===== config.mk =====
export PLATFORM = sky130hd
export DESIGN_NAME = exp_log_fsmd
export DESIGN_NICKNAME = d
export VERILOG_FILES = /design/src/rtl/exp_log_pkg.sv /design/src/rtl/exp_log_datapath.sv /design/src/rtl/exp_log_fsmd.sv
export SDC_FILE = /design/constraint.sdc
export NUM_CORES = 1
export LEC_CHECK = 0
export CAP_MARGIN = 20
export CORE_ASPECT_RATIO = 0.7
export CORE_MARGIN = 5
export CORE_UTILIZATION = 40
export DETAILED_ROUTE_END_ITERATION = 7
export RECOVER_POWER = 100
export SLEW_MARGIN = 20
export SYNTH_ARGS = -nofsm -noshare
export SYNTH_HDL_FRONTEND = slang
export SYNTH_SLANG_ARGS = --single-unit

===== constraint.sdc =====
create_clock -name clk -period 10.6 [get_ports clk]
set_clock_uncertainty 0.05 [all_clocks]
set_input_delay 1.06 -clock clk [delete_from_list [all_inputs] [get_ports clk]]
set_output_delay 1.06 -clock clk [all_outputs]
set_load 0.02 [all_outputs]

===== src/rtl/exp_log_pkg.sv =====
// Shared definitions for the integer-logarithm unit (exp_log_fsmd).
// Holds the controller state encoding and the default widths used by the
// top level and the datapath:
//   XW_DEF : width of the value x (matches the exponent unit's result width)
//   AW_DEF : width of the base a
//   NW_DEF : width of the result exponent n
package exp_log_pkg;

    localparam int XW_DEF = 16;
    localparam int AW_DEF = 8;
    localparam int NW_DEF = 8;

    typedef enum logic [1:0] {
        IDLE = 2'd0,
        STEP = 2'd1,
        DONE = 2'd2
    } state_t;

endpackage : exp_log_pkg


===== src/rtl/exp_log_datapath.sv =====
// Datapath for exp_log_fsmd: operand registers, running power and step count.
//
// Ports:
//   clk, rst       clock, asynchronous active-high reset
//   ld_i           register-update strobe from the controller
//   sel_i          update source: 0 = load operands from a_i/x_i and restart
//                  (acc = 1, cnt = 0), 1 = accept one multiply step
//                  (acc = acc*a, cnt = cnt+1)
//   a_i, x_i       base and value, captured when ld_i && !sel_i
//   le_o           acc*a_reg <= x_reg (the next power still fits under x)
//   eq_o           acc == x_reg (x is an exact power of a)
//   cnt_o          number of accepted steps so far
module exp_log_datapath
    import exp_log_pkg::*;
#(
    parameter int XW = XW_DEF,
    parameter int AW = AW_DEF,
    parameter int NW = NW_DEF
) (
    input  logic          clk,
    input  logic          rst,
    input  logic          ld_i,
    input  logic          sel_i,
    input  logic [AW-1:0] a_i,
    input  logic [XW-1:0] x_i,
    output logic          le_o,
    output logic          eq_o,
    output logic [NW-1:0] cnt_o
);

    logic [AW-1:0]    a_q;
    logic [XW-1:0]    x_q;
    logic [XW-1:0]    acc_q;
    logic [NW-1:0]    cnt_q;
    logic [XW+AW-1:0] prod;

    // Full-width product: acc <= x < 2^XW and a < 2^AW, so it never wraps,
    // and the overshooting product that ends the loop compares correctly.
    assign prod  = acc_q * a_q;
    assign le_o  = (prod <= {{AW{1'b0}}, x_q});
    assign eq_o  = (acc_q == x_q);
    assign cnt_o = cnt_q;

    // NOTE: sequential state uses non-blocking assignments so every register
    // samples values from before the clock edge, independent of statement order.
    always_ff @(posedge clk or posedge rst) begin
        if (rst) begin
            a_q   <= '0;
            x_q   <= '0;
            acc_q <= '0;
            cnt_q <= '0;
        end else if (ld_i) begin
            if (sel_i) begin
                // Only taken when le_o is high, so the product fits in XW bits.
                acc_q <= prod[XW-1:0];
                cnt_q <= cnt_q + 1'b1;
            end else begin
                a_q   <= a_i;
                x_q   <= x_i;
                acc_q <= XW'(1);
                cnt_q <= '0;
            end
        end
    end

endmodule : exp_log_datapath


===== src/rtl/exp_log_fsmd.sv =====
// Integer logarithm: n = floor(log_a(x)), the largest n with a^n <= x,
// computed by repeated multiply-and-compare, one step per clock.
//
// Ports:
//   clk, rst   clock, asynchronous active-high reset
//   start      request, sampled only while idle
//   a_i, x_i   base and value, captured on the accepting edge
//   n_o        registered result exponent
//   exact_o    registered; 1 when a^n_o == x
//   err_o      registered; 1 when a < 2 or x == 0 (n_o and exact_o then 0)
//   busy       high whenever a computation is in flight
//   done       one-cycle pulse when the result registers have just updated
module exp_log_fsmd
    import exp_log_pkg::*;
#(
    parameter int XW = XW_DEF,
    parameter int AW = AW_DEF,
    parameter int NW = NW_DEF
) (
    input  logic          clk,
    input  logic          rst,
    input  logic          start,
    input  logic [AW-1:0] a_i,
    input  logic [XW-1:0] x_i,
    output logic [NW-1:0] n_o,
    output logic          exact_o,
    output logic          err_o,
    output logic          busy,
    output logic          done
);

    state_t        state_q, state_d;
    logic [NW-1:0] n_q, n_d;
    logic          exact_q, exact_d;
    logic          err_q, err_d;
    logic          dp_ld, dp_sel;
    logic          dp_le, dp_eq;
    logic [NW-1:0] dp_cnt;

    exp_log_datapath #(
        .XW(XW),
        .AW(AW),
        .NW(NW)
    ) u_datapath (
        .clk   (clk),
        .rst   (rst),
        .ld_i  (dp_ld),
        .sel_i (dp_sel),
        .a_i   (a_i),
        .x_i   (x_i),
        .le_o  (dp_le),
        .eq_o  (dp_eq),
        .cnt_o (dp_cnt)
    );

    always_ff @(posedge clk or posedge rst) begin
        if (rst) begin
            state_q <= IDLE;
            n_q     <= '0;
            exact_q <= 1'b0;
            err_q   <= 1'b0;
        end else begin
            state_q <= state_d;
            n_q     <= n_d;
            exact_q <= exact_d;
            err_q   <= err_d;
        end
    end

    // NOTE: every signal driven here gets a default first, so no path leaves
    // it unassigned and no latch is inferred.
    always_comb begin
        state_d = state_q;
        n_d     = n_q;
        exact_d = exact_q;
        err_d   = err_q;
        dp_ld   = 1'b0;
        dp_sel  = 1'b0;

        unique case (state_q)
            IDLE: begin
                if (start) begin
                    dp_ld = 1'b1;
                    // Degenerate operands have no finite answer: skip the
                    // loop and report the error directly.
                    if (a_i < AW'(2) || x_i == '0) begin
                        n_d     = '0;
                        exact_d = 1'b0;
                        err_d   = 1'b1;
                        state_d = DONE;
                    end else begin
                        state_d = STEP;
                    end
                end
            end
            STEP: begin
                if (dp_le) begin
                    dp_ld  = 1'b1;
                    dp_sel = 1'b1;
                end else begin
                    n_d     = dp_cnt;
                    exact_d = dp_eq;
                    err_d   = 1'b0;
                    state_d = DONE;
                end
            end
            DONE:    state_d = IDLE;
            default: state_d = IDLE;
        endcase
    end

    assign n_o     = n_q;
    assign exact_o = exact_q;
    assign err_o   = err_q;
    assign busy    = (state_q != IDLE);
    assign done    = (state_q == DONE);

endmodule : exp_log_fsmd


==> results of run 1 <==
-- report_power, final --
group	internal (mW)	switching (mW)	total, mW
Clock	0.236	0.122	0.358
Sequential	0.296	0.149	0.445
Combinational	0.533	0.760	1.29
-- through the flow --
step           util [%]  instance area (sq um)
2_1_floorplan         -                   7390
3_3_place_gp       43.6                   7900
5_1_grt            45.3                   8200
3_5_place_dp       43.6                   7900
6_report           45.3                   8200
4_1_cts            45.5                   8250
-- area by class of cell --
cell class | instances | area [sq um] | area share (%)
flip-flops and latches | 60 | 1500 | 18.3
well taps | 236 | 295 | 3.60
multi-input cells | 596 | 5230 | 63.8
inverters | 114 | 428 | 5.22
clock inverters | 6 | 111 | 1.36
repair buffers | 41 | 395 | 4.82
clock buffers | 10 | 239 | 2.92
-- routing by layer --
layer  vias to the layer above  routed length [um]
met4                         0                 288
met2                        93                7550
met3                        16                 965
met5                         -                   0
met1                      2674                9450
li1                       2641                   -
-- worst max-delay path, delay by kind of cell, from the launching register on --
| family | cells | cell delay [ns] |
|---|---|---|
| and+or+nand+nor | 8 | 1.50 |
| DFF | 1 | 0.64 |
| xor gates and xnor gates | 1 | 0.25 |
| muxes | 1 | 0.42 |
| adders and majority gates | 6 | 2.71 |
| AOI/OAI and AO/OA | 3 | 2.57 |
| buffers and inverters | 2 | 0.09 |
-- cells in the mapped netlist, drive strengths merged (7+ instances only) --
library cell / instances / area [sq um]
or2: 7 / 43.8
mux2: 12 / 165
xnor2: 26 / 228
nor2: 22 / 82.6
nand2b: 12 / 75.1
nand2: 91 / 342
xor2: 7 / 61.3
inv: 114 / 428
nor4: 7 / 43.8
nand3: 9 / 45.0
dfrtp: 60 / 1500
a21oi: 19 / 106
ha: 61 / 763
nand4: 9 / 56.3
a21o: 9 / 67.6
and2: 107 / 669
a32o: 8 / 80.1
fa: 84 / 1680
mux2i: 8 / 80.1
o21ai: 34 / 174
clkbuf: 33 / 124
-- kinds of logic (layout without fill, tap and decap cells) --
kind of cell	Yosys count	in the layout	synth area share, %
muxes	20	20	3.32
xor gates and xnor gates	33	33	3.91
DFF	60	60	20.3
AOI/OAI and AO/OA	110	110	10.2
buffers and inverters	153	171	8.50
and+or+nand+nor	288	288	20.7
adders and majority gates	145	145	33.1
-- sequential cells by signal, indices dropped and copies added, names as in the netlist --
signal            flops
u_datapath.acc_q     16
u_datapath.x_q       16
n_o                   8
u_datapath.a_q        8
u_datapath.cnt_o      8
state_q               2
err_o                 1
exact_o               1
-- final timing paths --
kind / depth (start not counted) / endpoint
max: 21 / exact_o$_DFFE_PP0P_
min: 1 / n_o[2]$_DFFE_PP0P_
max reg2reg: 21 / exact_o$_DFFE_PP0P_
min reg2reg: 1 / n_o[2]$_DFFE_PP0P_
max in group asynchronous: 3 / u_datapath.cnt_o[2]$_DFFE_PP0P_
min in group asynchronous: 3 / u_datapath.acc_q[2]$_DFFE_PP0P_
-- cells in the final DEF, fill, tap and decap left out, types with 7 or more instances in the layout --
cell type,n
o21ai_0,33
clkdlybuf4s50_1,24
a21o_1,9
dfrtp_1,60
inv_1,113
nand4_1,9
clkbuf_16,9
a32o_1,8
ha_1,61
and2_1,106
xor2_1,7
nand3_1,9
nor4_1,7
mux2i_1,8
dlygate4sd3_1,14
fa_1,84
nand2_1,91
a21oi_1,18
xnor2_1,26
nand2b_1,12
nor2_1,22
mux2_1,8
==> results.sh, run 1 <==
export IMPL_fillers=1778
export IMPL_grt_usage_pct=18.2
export IMPL_peakVddDrop_mv=0.169
export IMPL_relSlewSlack_pct=-133
export IMPL_clockBufferDepth=2
export IMPL_p_total_mw=2.10
export IMPL_hold_start="n_o[2]$_DFFE_PP0P_"
export IMPL_cts_root_buf="clkbuf_16"
export IMPL_syn_nets=981
export IMPL_crit_path_max_fanout=17
export IMPL_cts_resized=0
export IMPL_viasPerCell=5.10
export IMPL_cts_clk_slew_worst_paths_ns=0.06
export IMPL_p_per_area_mw_per_mm2=256
export IMPL_arrival_ns=8.54
export IMPL_holdBufCountCts=0
export IMPL_cp_start_kind="flop"
export IMPL_cpPeakStageDelay_ns=1.06
export IMPL_violations="max-capacitance violations, max-slew violations"
export IMPL_drv_slew=102
export IMPL_rows=41
export IMPL_tns_ns=0
export IMPL_clock_sinks=60
export IMPL_met1_usage_pct=28.3
export IMPL_diodes=0
export IMPL_layout_cells_non_filler=1063
export IMPL_critPathSlowestCell="a2111oi_0"
export IMPL_hold_viol=0
export IMPL_cp_startpoint="u_datapath.a_q[6]$_DFFE_PP0P_"
export IMPL_pre_cts_ws_ns=3.40
export IMPL_ys_seq_area_share_pct=20.3
export IMPL_dpl_hpwl_mm=14.3
export IMPL_io_pins=39
export IMPL_setup_viol=0
export IMPL_yosysWarnings=0
export IMPL_initial_utilization_pct=40.8
export IMPL_grt_pass1_vias=5550
export IMPL_cts_buffers=9
export IMPL_cts_tree="yes"
export IMPL_cts_setup_buffers=0
export IMPL_die_area_sq_mm=0.0213
export IMPL_min_period_ns=8.36
export IMPL_h_tree_depth=3
export IMPL_area_delta_synth_final_pct=10.9
export IMPL_grt_first_pass_wirelength_mm=30.3
export IMPL_leakagePower_nw=4.05
export IMPL_r2r_start="u_datapath.a_q[6]$_DFFE_PP0P_"
export IMPL_hold_class="reg2reg"
export IMPL_fp_dieH_um=124
export IMPL_synth_seq_cells=60
export IMPL_drive_gt1_share_pct=4.72
export IMPL_synth_edf_count=0
export IMPL_synth_area_sq_mm=0.00739
export IMPL_syn_inst=809
export IMPL_timing_max_cap_violations=2
export IMPL_worstPathCellList="and2_0 -> fa_1 -> fa_1 -> fa_1 -> inv_1 -> fa_1 -> inv_1 -> ha_1 -> nand4b_1 -> a2111oi_0 -> o21ai_0 -> xnor2_1 -> ha_1 -> nand4_1 -> or2_2 -> nor2_1 -> nand4_1 -> nand2_1 -> nand4_1 -> o21ai_0 -> mux2_2"
export IMPL_async_reset_ff_share_pct=100
export IMPL_required_ns=10.78
export IMPL_routed_wl_mm=18.2
export IMPL_timing_critical_path_mode_cell="fa_1"
export IMPL_grt_util_met2_pct=25.7
export IMPL_die_w_um=172
export IMPL_core_sq_mm=0.0181
export IMPL_vias=5424
export IMPL_setup_worst_path_class="reg2reg"
export IMPL_drtIter0Drc=390
export IMPL_drc=0
export IMPL_overflow=0
export IMPL_ant_nets=0
export IMPL_port_buffers=38
export IMPL_gp_congestion=0.842
export IMPL_fin_hold_ws_ns=0.442
export IMPL_grt_util_met3_pct=4.09
export IMPL_synth_cell_types=56
export IMPL_ys_flop_type="dfrtp_1"
export IMPL_finalWorstSetupSlack_ns=2.24
export IMPL_nNetsFinal=994
export IMPL_fmax_mhz=120
export IMPL_antenna_found_initial=0
export IMPL_first_pass_iters=5
export IMPL_status="complete, but fails checks"
export IMPL_dp_cells=1047
export IMPL_syn_avg_cell_area_sq_um=9.14
export IMPL_tightestPinTransition_ns=3.50
export IMPL_grt_max_degree=61
export IMPL_fin_crit_sh_pct=78.9
export IMPL_endpoint_kind="flop"
export IMPL_rsz0062_at_grt="no"
export IMPL_grt_busiest_layer="met1"
export IMPL_detail_route_wl_per_cell_um=17.2
export IMPL_r2r_setup_slack_ns=2.24
export IMPL_clkLatencyLatePin_ns=0.34
(Power assumes the default switching activity.)
==> inputs of run 2 (changes only) <==
- clock period: 10.6 -> 8.67 ns (I/O delays scaled with it)
==> results.sh, run 2 (synthesis gave the netlist of run 1 again) <==
export IMPL_timing_max_cap_violations=2
export IMPL_finalWorstSetupSlack_ns=0.926
export IMPL_port_buffers=38
export IMPL_drv_slew=102
export IMPL_gp_congestion=0.858
export IMPL_drtIter0Drc=330
export IMPL_pre_cts_ws_ns=1.13
export IMPL_tightestPinTransition_ns=3.38
export IMPL_min_period_ns=7.74
export IMPL_leakagePower_nw=4.03
export IMPL_arrival_ns=7.91
export IMPL_antenna_found_initial=0
export IMPL_drive_gt1_share_pct=4.59
export IMPL_peakVddDrop_mv=0.237
export IMPL_holdBufCountCts=0
export IMPL_grt_first_pass_wirelength_mm=31.0
export IMPL_endpoint_kind="flop"
export IMPL_rows=41
export IMPL_area_delta_synth_final_pct=10.2
export IMPL_r2r_setup_slack_ns=0.93
export IMPL_die_area_sq_mm=0.0213
export IMPL_status="complete, but fails checks"
export IMPL_io_pins=39
export IMPL_tns_ns=0
export IMPL_cts_resized=0
export IMPL_detail_route_wl_per_cell_um=17.3
export IMPL_core_sq_mm=0.0181
export IMPL_cts_buffers=9
export IMPL_cts_tree="yes"
export IMPL_crit_path_max_fanout=17
export IMPL_cts_clk_slew_worst_paths_ns=0.06
export IMPL_grt_usage_pct=18.6
export IMPL_fin_crit_sh_pct=89.3
export IMPL_final_cell_mix="113 x inv_1, 106 x and2_1, 91 x nand2_1, 84 x fa_1, 61 x ha_1"
export IMPL_grt_pass1_vias=5639
export IMPL_fp_dieH_um=124
export IMPL_required_ns=8.84
export IMPL_ant_nets=0
export IMPL_drc=0
export IMPL_relSlewSlack_pct=-126
export IMPL_clock_sinks=60
export IMPL_clkLatencyLatePin_ns=0.33
export IMPL_diodes=0
export IMPL_hold_viol=0
export IMPL_setup_worst_path_class="reg2reg"
export IMPL_fmax_mhz=129
export IMPL_cts_setup_buffers=0
export IMPL_final_common_cell="inv_1"
export IMPL_setup_viol=0
export IMPL_die_w_um=172
export IMPL_grt_max_degree=61
export IMPL_dpl_hpwl_mm=14.5
export IMPL_violations="max-capacitance violations, max-slew violations"
export IMPL_hold_class="reg2reg"
export IMPL_top_regs="u_datapath.acc_q x16, u_datapath.x_q x16"
export IMPL_p_per_area_mw_per_mm2=307
export IMPL_p_total_mw=2.50
export IMPL_vias=5480
export IMPL_cts_root_buf="clkbuf_16"
export IMPL_rsz0062_at_grt="no"
export IMPL_clockBufferDepth=2
export IMPL_initial_utilization_pct=40.8
export IMPL_cp_start_kind="flop"
export IMPL_overflow=0
export IMPL_h_tree_depth=3
export IMPL_routed_wl_mm=18.4
export IMPL_first_pass_iters=6
export IMPL_viasPerCell=5.16
export IMPL_nNetsFinal=994
## run 2: metrics by stage
stage          area [sq um]  utilization [%]  cells  hold WS, ns
6_report               8140             45.0   1063        0.439
3_3_place_gp           7900             43.6   1047        0.432
4_1_cts                8190             45.2   1063        0.450
3_5_place_dp           7900             43.6   1047        0.435
2_1_floorplan          7390                -    809        0.437
5_1_grt                8140             45.0   1063        0.463
## run 2: final timing paths
kind / startpoint / end / depth (start not counted)
max: u_datapath.a_q[4]$_DFFE_PP0P_ / exact_o$_DFFE_PP0P_ / 21
min: n_o[7]$_DFFE_PP0P_ / n_o[7]$_DFFE_PP0P_ / 1
max reg2reg: u_datapath.a_q[4]$_DFFE_PP0P_ / exact_o$_DFFE_PP0P_ / 21
min reg2reg: n_o[7]$_DFFE_PP0P_ / n_o[7]$_DFFE_PP0P_ / 1
max in group asynchronous: rst / u_datapath.cnt_o[3]$_DFFE_PP0P_ / 3
min in group asynchronous: rst / u_datapath.acc_q[7]$_DFFE_PP0P_ / 3
## run 2: layout make-up
class | count | area [sq um]
multi-input cells | 596 | 5230
clock inverters | 6 | 65.1
fillers | 1799 | 9960
well taps | 236 | 295
clock buffers | 10 | 229
inverters | 114 | 428
flip-flops and latches | 60 | 1500
repair buffers | 41 | 395
## run 2: per-layer routing
layer,track usage (%),vias to the layer above,wire length (um)
met5,0,-,0
met4,2.99,0,146
met3,2.86,14,741
met2,27.1,99,7870
met1,29.6,2729,9640
li1,-,2638,-
## run 2: critical path: stages (launching register included)
cell,delay (ns)
dfrtp_1,0.58
and2_1,0.27
fa_1,0.56
fa_1,0.45
fa_1,0.54
inv_1,0.05
fa_1,0.53
inv_1,0.04
ha_1,0.34
nand4b_1,0.19
a2111oi_2,0.65
o21ai_0,0.37
xnor2_1,0.23
ha_1,0.32
nand4_1,0.09
or2_2,0.32
nor2_1,0.14
nand4_1,0.15
nand2_1,0.10
nand4_1,0.27
o21ai_0,0.96
mux2_2,0.42
## run 2: report_power, final
| part | internal (mW) | total (mW) | leakage, nW | switching [mW] |
|---|---|---|---|---|
| Combinational | 0.653 | 1.58 | 3.10 | 0.925 |
| Sequential | 0.362 | 0.548 | 0.785 | 0.186 |
| Clock | 0.223 | 0.371 | 0.142 | 0.148 |
==> inputs of run 3 (changes only) <==
- clock period: 8.67 -> 7.28 ns (I/O delays scaled with it)
==> results.sh, run 3 (synthesis gave the netlist of run 1 again) <==
export IMPL_drtIter0Drc=291
export IMPL_overflow=0
export IMPL_vias=5433
export IMPL_grt_first_pass_wirelength_mm=29.8
export IMPL_cp_num_buf_inv=4
export IMPL_cts_tree="yes"
export IMPL_timing_max_cap_violations=2
export IMPL_timing_critical_path_mode_cell="fa_1"
export IMPL_utilization_pct=45.7
export IMPL_initial_utilization_pct=40.8
export IMPL_cpPeakStageDelay_ns=0.54
export IMPL_fillers=1807
export IMPL_min_period_ns=6.74
export IMPL_fin_crit_sh_pct=92.5
export IMPL_p_per_area_mw_per_mm2=365
export IMPL_r2r_cells=23
export IMPL_core_sq_mm=0.0181
export IMPL_final_common_cell="inv_1"
export IMPL_grt_max_degree=61
export IMPL_p_total_mw=3.02
export IMPL_arrival_ns=6.89
export IMPL_setup_viol=0
export IMPL_rows=41
export IMPL_clock_sinks=60
export IMPL_grt_usage_pct=17.7
export IMPL_rr_endpoint="u_datapath.acc_q[7]$_DFFE_PP0P_"
export IMPL_finalWorstSetupSlack_ns=0.544
export IMPL_routed_wl_mm=17.2
export IMPL_drv_slew=102
export IMPL_tns_ns=0
export IMPL_peakVddDrop_mv=0.209
export IMPL_r2r_start="u_datapath.acc_q[1]$_DFFE_PP0P_"
export IMPL_path_depth=23
export IMPL_grt_busiest_layer="met1"
export IMPL_worstPathCellList="and2_0 -> fa_1 -> fa_1 -> fa_1 -> inv_1 -> fa_1 -> inv_1 -> ha_1 -> nand4b_1 -> a2111oi_4 -> o21ai_2 -> xnor2_1 -> ha_1 -> nand4_1 -> or2_2 -> nor2_1 -> nand4_1 -> nand2_1 -> nand4_1 -> buf_4 -> or2_0 -> buf_4 -> mux2_1"
export IMPL_cts_root_buf="clkbuf_16"
export IMPL_grt_util_met3_pct=2.70
export IMPL_dpl_hpwl_mm=13.9
export IMPL_required_ns=7.43
export IMPL_place_area_sq_mm=0.00798
export IMPL_cp_start_kind="flop"
export IMPL_cp_startpoint="u_datapath.acc_q[1]$_DFFE_PP0P_"
export IMPL_io_pins=39
export IMPL_final_cell_mix="113 x inv_1, 106 x and2_1, 91 x nand2_1, 84 x fa_1, 61 x ha_1"
export IMPL_grt_pass1_vias=5620
export IMPL_clkLatencyLatePin_ns=0.32
export IMPL_h_tree_depth=3
export IMPL_drc=0
export IMPL_fmax_mhz=148
export IMPL_cts_setup_buffers=0
export IMPL_first_pass_iters=5
export IMPL_nNetsFinal=1005
export IMPL_critPathSlowestCell="fa_1"
export IMPL_cts_clk_slew_worst_paths_ns=0.05
export IMPL_die_w_um=172
export IMPL_antenna_found_initial=0
export IMPL_diodes=0
export IMPL_fp_dieH_um=124
export IMPL_gp_congestion=0.838
export IMPL_top_regs="u_datapath.acc_q x16, u_datapath.x_q x16"
export IMPL_hold_viol=0
export IMPL_cp_top_family="adder cells"
export IMPL_ant_nets=0
export IMPL_tightestPinTransition_ns=3.41
export IMPL_crit_end="u_datapath.acc_q[7]$_DFFE_PP0P_"
export IMPL_hold_class="reg2reg"
export IMPL_r2r_setup_slack_ns=0.54
export IMPL_viasPerCell=5.06
export IMPL_endpoint_kind="flop"
export IMPL_drive_gt1_share_pct=6.21
export IMPL_status="complete, but fails checks"
export IMPL_die_area_sq_mm=0.0213
export IMPL_port_buffers=38
export IMPL_pre_cts_ws_ns=0.413
export IMPL_detail_route_wl_per_cell_um=16.0
export IMPL_relSlewSlack_pct=-128
export IMPL_crit_path_max_fanout=15
export IMPL_met1_usage_pct=28.3
export IMPL_cts_buffers=9
export IMPL_violations="max-capacitance violations, max-slew violations"
export IMPL_rsz0062_at_grt="no"
export IMPL_grt_util_met2_pct=25.6
export IMPL_leakagePower_nw=4.10
export IMPL_setup_worst_path_class="reg2reg"
export IMPL_clockBufferDepth=2
export IMPL_stdcell_area_sq_mm=0.00828
export IMPL_area_delta_synth_final_pct=12.0
-- run 3: changes by cell type in the layout (fill, tap and decap cells not counted), sizes merged --
cell and delta:
buf +11, clkinv -3, bufinv +1, clkbuf +1
-- run 3: through the flow --
step | cells | hold slack [ns]
after floorplan | 809 | 0.437
after global placement | 1058 | 0.426
after detailed placement | 1058 | 0.435
after CTS | 1073 | 0.447
after global routing | 1073 | 0.463
final | 1073 | 0.435
-- run 3: layer usage --
metal,vias up,part of all wire (%),routed length [um]
met5,-,0,0
met4,0,0.74,128
met3,13,4.1,707
met2,98,43,7360
met1,2662,52,9020
li1,2660,-,-
-- run 3: cell type report --
class / count / area [sq um] / share of cell area, %
inverters: 114 / 428 / 5.17
repair buffers: 52 / 478 / 5.77
flip-flops and latches: 60 / 1500 / 18.1
well taps: 236 / 295 / 3.57
clock inverters: 4 / 72.6 / 0.876
clock buffers: 11 / 253 / 3.05
multi-input cells: 596 / 5250 / 63.4
-- run 3: what timing repair did --
| item | CTS | global route |
|---|---|---|
| gates resized for setup | 0 | 2 |
| hold buffers | 0 | 0 |
| endpoints found under the setup margin | 0 | 19 |
| endpoints found under the hold margin | 0 | 0 |
-- run 3: report_power, final --
part / internal (mW) / leakage (nW) / total [mW] / switching (mW)
clock network: 0.316 / 0.158 / 0.473 / 0.157
logic: 0.808 / 3.15 / 1.95 / 1.14
registers: 0.433 / 0.785 / 0.605 / 0.172
-- run 3: how the worst min path moves through the flow --
| stage | startpoint | endpoint | depth (start not counted) | slack, ns |
|---|---|---|---|---|
| after detailed placement | n_o[7]$_DFFE_PP0P_ | n_o[7]$_DFFE_PP0P_ | 1 | 0.43 |
| final | n_o[7]$_DFFE_PP0P_ | n_o[7]$_DFFE_PP0P_ | 1 | 0.44 |
| after global routing | n_o[7]$_DFFE_PP0P_ | n_o[7]$_DFFE_PP0P_ | 1 | 0.46 |
| after global placement | n_o[7]$_DFFE_PP0P_ | n_o[7]$_DFFE_PP0P_ | 1 | 0.43 |
| after floorplan | u_datapath.cnt_o[0]$_DFFE_PP0P_ | u_datapath.cnt_o[0]$_DFFE_PP0P_ | 1 | 0.44 |
| after CTS | n_o[7]$_DFFE_PP0P_ | n_o[7]$_DFFE_PP0P_ | 1 | 0.45 |
